**src/rtl/sdram_port_arbiter.sv**
```systemverilog
// N-channel SDRAM port arbiter: one strict-priority channel, round-robin among the rest, slot-timed accesses.
// Optional per-channel grant counters on stat_grants when ARB_STATS_EN is defined.
module sdram_port_arbiter #(
    parameter int NCH         = 3,
    parameter int AW          = 25,
    parameter int DW          = 8,
    parameter int SLOT_CYCLES = 2,
    parameter int PRIO_CH     = 0
) (
    input  logic              F14M,
    input  logic              RESET,
    input  logic [NCH-1:0]    req,
    input  logic [NCH-1:0]    we,
    input  logic [NCH*AW-1:0] addr,
    input  logic [NCH*DW-1:0] din,
    output logic [NCH-1:0]    ack,
    output logic [DW-1:0]     rdata,
    output logic [NCH-1:0]    rvalid,
    output logic [AW-1:0]     sd_addr,
    output logic [DW-1:0]     sd_din,
    output logic              sd_we,
    output logic              sd_oe,
    input  logic [DW-1:0]     sd_dout
`ifdef ARB_STATS_EN
    ,
    output logic [NCH*16-1:0] stat_grants
`endif
);

    localparam int IW = $clog2(NCH);
    localparam int CW = $clog2(SLOT_CYCLES);

    typedef enum logic [1:0] {IDLE, ACCESS, DONE} state_t;

    state_t          state_q, state_d;
    logic [CW-1:0]   cnt_q, cnt_d;
    logic [IW-1:0]   rr_ptr_q, rr_ptr_d;
    logic [IW-1:0]   gnt_q, gnt_d;
    logic            we_lat_q, we_lat_d;
    logic [AW-1:0]   sd_addr_q, sd_addr_d;
    logic [DW-1:0]   sd_din_q, sd_din_d;
    logic            sd_we_q, sd_we_d;
    logic            sd_oe_q, sd_oe_d;
    logic [NCH-1:0]  ack_q, ack_d;
    logic [NCH-1:0]  rvalid_q, rvalid_d;
    logic [DW-1:0]   rdata_q, rdata_d;

    logic            found;
    logic [IW-1:0]   win, cand, rr_nxt;

    function automatic logic [IW-1:0] wrap_idx(input int v);
        return IW'(v % NCH);
    endfunction

    // Winner selection: priority channel first, else first requester at or after rr_ptr.
    always_comb begin
        // NOTE: every combinational output gets a default first, so no path leaves it unassigned (no latch).
        found  = 1'b0;
        win    = '0;
        cand   = '0;
        if (req[PRIO_CH]) begin
            found = 1'b1;
            win   = IW'(PRIO_CH);
        end else begin
            for (int k = 0; k < NCH; k++) begin
                cand = wrap_idx(int'(rr_ptr_q) + k);
                if (!found && cand != IW'(PRIO_CH) && req[cand]) begin
                    found = 1'b1;
                    win   = cand;
                end
            end
        end
        rr_nxt = wrap_idx(int'(win) + 1);
        if (rr_nxt == IW'(PRIO_CH))
            rr_nxt = wrap_idx(int'(win) + 2);
    end

    always_comb begin
        state_d   = state_q;
        cnt_d     = cnt_q;
        rr_ptr_d  = rr_ptr_q;
        gnt_d     = gnt_q;
        we_lat_d  = we_lat_q;
        sd_addr_d = sd_addr_q;
        sd_din_d  = sd_din_q;
        sd_we_d   = sd_we_q;
        sd_oe_d   = sd_oe_q;
        ack_d     = '0;
        rvalid_d  = '0;
        rdata_d   = rdata_q;
        case (state_q)
            IDLE: begin
                sd_we_d = 1'b0;
                sd_oe_d = 1'b0;
                if (found) begin
                    state_d   = ACCESS;
                    cnt_d     = '0;
                    gnt_d     = win;
                    we_lat_d  = we[win];
                    sd_addr_d = addr[int'(win)*AW +: AW];
                    sd_din_d  = din[int'(win)*DW +: DW];
                    sd_we_d   = we[win];
                    sd_oe_d   = ~we[win];
                    if (win != IW'(PRIO_CH))
                        rr_ptr_d = rr_nxt;
                end
            end
            ACCESS: begin
                // The last slot cycle registers ack/rvalid/rdata so they appear together in DONE.
                if (cnt_q == CW'(SLOT_CYCLES - 1)) begin
                    state_d       = DONE;
                    sd_we_d       = 1'b0;
                    sd_oe_d       = 1'b0;
                    ack_d[gnt_q]  = 1'b1;
                    if (!we_lat_q) begin
                        rvalid_d[gnt_q] = 1'b1;
                        rdata_d         = sd_dout;
                    end
                end else begin
                    cnt_d = cnt_q + CW'(1);
                end
            end
            DONE:    state_d = IDLE;
            default: state_d = IDLE;
        endcase
    end

    always_ff @(posedge F14M) begin
        // NOTE: sequential state uses non-blocking assignments so every flop samples pre-edge values.
        if (RESET) begin
            state_q   <= IDLE;
            cnt_q     <= '0;
            rr_ptr_q  <= '0;
            gnt_q     <= '0;
            we_lat_q  <= 1'b0;
            sd_addr_q <= '0;
            sd_din_q  <= '0;
            sd_we_q   <= 1'b0;
            sd_oe_q   <= 1'b0;
            ack_q     <= '0;
            rvalid_q  <= '0;
            rdata_q   <= '0;
        end else begin
            state_q   <= state_d;
            cnt_q     <= cnt_d;
            rr_ptr_q  <= rr_ptr_d;
            gnt_q     <= gnt_d;
            we_lat_q  <= we_lat_d;
            sd_addr_q <= sd_addr_d;
            sd_din_q  <= sd_din_d;
            sd_we_q   <= sd_we_d;
            sd_oe_q   <= sd_oe_d;
            ack_q     <= ack_d;
            rvalid_q  <= rvalid_d;
            rdata_q   <= rdata_d;
        end
    end

    assign ack     = ack_q;
    assign rvalid  = rvalid_q;
    assign rdata   = rdata_q;
    assign sd_addr = sd_addr_q;
    assign sd_din  = sd_din_q;
    assign sd_we   = sd_we_q;
    assign sd_oe   = sd_oe_q;

`ifdef ARB_STATS_EN
    logic [NCH*16-1:0] stat_q, stat_d;

    // Saturating per-channel grant counters.
    always_comb begin
        stat_d = stat_q;
        for (int i = 0; i < NCH; i++) begin
            if (ack_q[i] && stat_q[i*16 +: 16] != 16'hFFFF)
                stat_d[i*16 +: 16] = stat_q[i*16 +: 16] + 16'd1;
        end
    end

    always_ff @(posedge F14M) begin
        if (RESET) stat_q <= '0;
        else       stat_q <= stat_d;
    end

    assign stat_grants = stat_q;
`endif

endmodule
```
**config.mk**
```make
export PLATFORM = sky130hd
export DESIGN_NAME = sdram_port_arbiter
export DESIGN_NICKNAME = d
export VERILOG_FILES = /design/src/rtl/sdram_port_arbiter.sv
export SDC_FILE = /design/constraint.sdc
export NUM_CORES = 1
export LEC_CHECK = 0
export ABC_CLOCK_PERIOD_IN_PS = 4500
export BUFFER_PORTS_ARGS = -buffer_cell sky130_fd_sc_hd__buf_4
export CELL_PAD_IN_SITES_DETAIL_PLACEMENT = 2
export CELL_PAD_IN_SITES_GLOBAL_PLACEMENT = 2
export CORE_MARGIN = 2
export CORE_UTILIZATION = 26
export DETAILED_ROUTE_END_ITERATION = 6
export PLACE_DENSITY = 0.85
export SLEW_MARGIN = 25
export SYNTH_ARGS = -nofsm -noshare
export SYNTH_HDL_FRONTEND = slang
export SYNTH_SLANG_ARGS = --single-unit
```
**constraint.sdc**
```tcl
create_clock -name F14M -period 4.5 [get_ports F14M]
set_clock_uncertainty 0.15 [all_clocks]
set_input_delay 0.225 -clock F14M [delete_from_list [all_inputs] [get_ports F14M]]
set_output_delay 0.225 -clock F14M [all_outputs]
set_load 0.01 [all_outputs]
```
==> metrics.cfg <==
[run_status]
status=completed

[synthesis]
ys_warn_count=0
syn_area_um2=3058
synth_cells=349
synth-edff-count=0
ys_types=46
netlist_top_cells_area=dfxtp_1 (37%), a32o_1 (11%), nand3_1 (11%)
synth_flop_cell=dfxtp_1
syn-num-nets=468
syn_area_per_cell_um2=8.762
async_reset_ff_share_pct=0
synth_seq_cells=57
yosysTopAreaCellShare_pct=37.32
yosysSeqAreaShare_pct=37.32
yosysTopAreaCell=dfxtp_1

[setup_path]
cp_data_required_time_ns=4.57
reg2regPathDepth=8
r2r_end=sd_addr[0]
r2r-start=rr_ptr_q[0]
arrival_ns=3.12
regToRegSetupSlack_ns=1.44
worstPathMaxFanout=18
worstSetupEndpointType=register
critPathLaunchType=register
criticalPathCategory=reg -> reg

[timing]
rsz0062_at_grt=false
slew_viol_final=0
setup_tns_ns=0
hold_violations=0
slew_headroom_pct=32.23
worst_pin_slew_ns=1.016
setup_violations=0
whs_ns=0.001839
period_needed_ns=3.055
min_period_over_period_pct=67.89
clock.fmax_mhz=327.3

[hold_path]
hold_depth=3
hp-start=sd_dout[3]
hold_end=rdata[3]
hold_path_class=in -> reg

[floorplanning]
start_util_pct=26.67
io_pins=164
dieArea_um2=12650
num_rows=39
die_h_um=112.5
die_w_um=112.5
core_area_um2=11470

[power_and_ir_drop]
switching_share_pct=32.31
power_w=0.001952
p_switching_w=0.0006308
combPwrFrac_pct=30.9
seqPwrFrac_pct=32.7
ir_worst_vdd_uv=144.6
powerDensity_nw_per_um2=414.1
p_leak_nw=2.053
power.share.clock_pct=36.5
internal-power_w=0.001322

[global_routing]
met3_usage_pct=4.374
grt_remaining_overflow=0
top_usage_layer=met2
grt_pass1_wl_um=19460
grt_max_degree=37
grt_use_met1_pct=22.99
grt_pass1_vias=3663
grt_usage_pct=19.71
met2_usage_pct=35.10
antenna_found_initial=0

[layout]
n_antenna_cell=0
drive_gt1_share_pct=38.93
fin_cells=649
syn_to_final_growth_pct=54.17
fin_util_pct=41.11
fin_nets=620

[routing]
dr.pass1.iters=4
vias=3408
drt_iter0_drc=181
wl_per_cell_um=19.93
drtAntennaViolNets=0
wirelength_um=12940
avgViaCountPerCell=5.251
drc=0

[clocking]
clock_path_buffers=2
cts_hold_buf=5
cts_tree=done
clk_pin_slew_ns=0.06
root_buffer=clkbuf_16
clkLatencyLatePin_ns=0.33
cts-buffers-inserted=9
cts_sinks=57
ctsHtreeMaxLevel=3
cts_setup_buffers=0
cts_resized=0

[flow_run]
max_cap_viol_count=0

[placed_design]
place_inst=627
port_buffers=163
hpwl_um=9130
gp_congestion=0.7582

-- worst max-delay path, stage by stage, from the launching register on --
cell	delay (ns)
dfxtp_1	0.37
inv_1	0.08
ha_1	0.45
nand4bb_4	0.18
nand4_1	0.68
buf_4	0.50
nand3_1	0.11
nand3_1	0.10
a32o_1	0.31
-- power by group through the flow --
| stage | registers [W] | logic [W] | clock network [W] |
|---|---|---|---|
| 4_1_cts | 0.000639 | 0.000600 | 0.000727 |
| 2_1_floorplan | 0.000667 | 0.000299 | 0 |
| 3_3_place_gp | 0.000642 | 0.000567 | 0 |
| 6_report | 0.000638 | 0.000603 | 0.000712 |
| 5_1_grt | 0.000647 | 0.000652 | 0.000754 |
| 3_5_place_dp | 0.000649 | 0.000592 | 0 |
-- area by class of cell --
| cell class | count | area [um^2] |
|---|---|---|
| fill | 1303 | 6753 |
| multi-input combinational | 255 | 1745 |
| timing repair buffer | 171 | 1316 |
| sequential | 57 | 1141 |
| clock buffer | 10 | 239.0 |
| tap | 143 | 178.9 |
| clock inverter | 6 | 67.56 |
| inverter | 7 | 26.28 |
-- worst max-delay path by stage --
stage | startpoint | to | depth (start not counted)
2_1_floorplan | rr_ptr_q[0] | sd_addr[10] | 10
3_3_place_gp | rr_ptr_q[0] | sd_addr[0] | 8
3_5_place_dp | rr_ptr_q[0] | sd_addr[14] | 8
4_1_cts | rr_ptr_q[0] | sd_addr[0] | 8
5_1_grt | rr_ptr_q[0] | sd_addr[7] | 8
6_report | rr_ptr_q[0] | sd_addr[0] | 8
-- synth_stat cells (2+ instances only) --
cell / count
nand2b_1: 35
a32o_1: 35
ha_1: 4
nor3b_1: 2
mux2i_1: 10
nand2_1: 5
a21oi_1: 4
buf_2: 9
nand3_1: 69
dfxtp_1: 57
nor2_1: 16
o21ai_1: 3
inv_1: 6
buf_4: 4
buf_6: 3
nor2_2: 2
clkbuf_1: 14
nand4bb_1: 2
o21ai_0: 36
nor2b_1: 7
-- sequential cells by signal, indices dropped and copies added (netlist names) --
signal    flops
rdata         8
sd_addr      25
sd_din        8
gnt_q         2
sd_we         1
sd_oe         1
cnt_q         1
rr_ptr_q      2
ack           3
rvalid        3
we_lat_q      1
state_q       2
-- metrics by stage --
step                      instance area, um^2  setup slack [ns]
final                                    4715             1.445
after global routing                     4715             1.162
after CTS                                4687             1.382
after detailed placement                 4330             1.406
after global placement                   4329             1.552
after floorplan                          3058             2.252
-- placed cells by master (no fill, tap or decap), types with 3 or more instances in the layout --
cell | synthesis | routed
dfxtp_1 | 57 | 57
a21oi_1 | 4 | 4
buf_4 | 4 | 165
a32o_1 | 35 | 35
nand3_1 | 69 | 69
nor2b_1 | 7 | 7
o21ai_0 | 36 | 36
mux2i_1 | 10 | 10
dlygate4sd3_1 | 0 | 5
clkbuf_16 | 0 | 9
ha_1 | 4 | 4
nor2_1 | 16 | 16
nand2_1 | 5 | 5
o21ai_1 | 3 | 3
nand2b_1 | 35 | 35
inv_1 | 6 | 6
-- layer usage --
metal	part of all wire, %	up-vias
met2	49	134
met4	2.6	0
met3	6.2	24
met5	0	-
met1	42	1652
li1	-	1598
-- logic make-up (layout without fill, tap and decap cells) --
kind of cell	after synthesis	in the layout	synth area share, %
adders and majority gates	4	4	1.637
buffers and inverters	37	194	6.137
muxes	10	10	3.273
DFF	57	57	37.32
AOI/OAI and AO/OA	92	92	23.77
and+or+nand+nor	149	149	27.86
(Power assumes the default switching activity.)
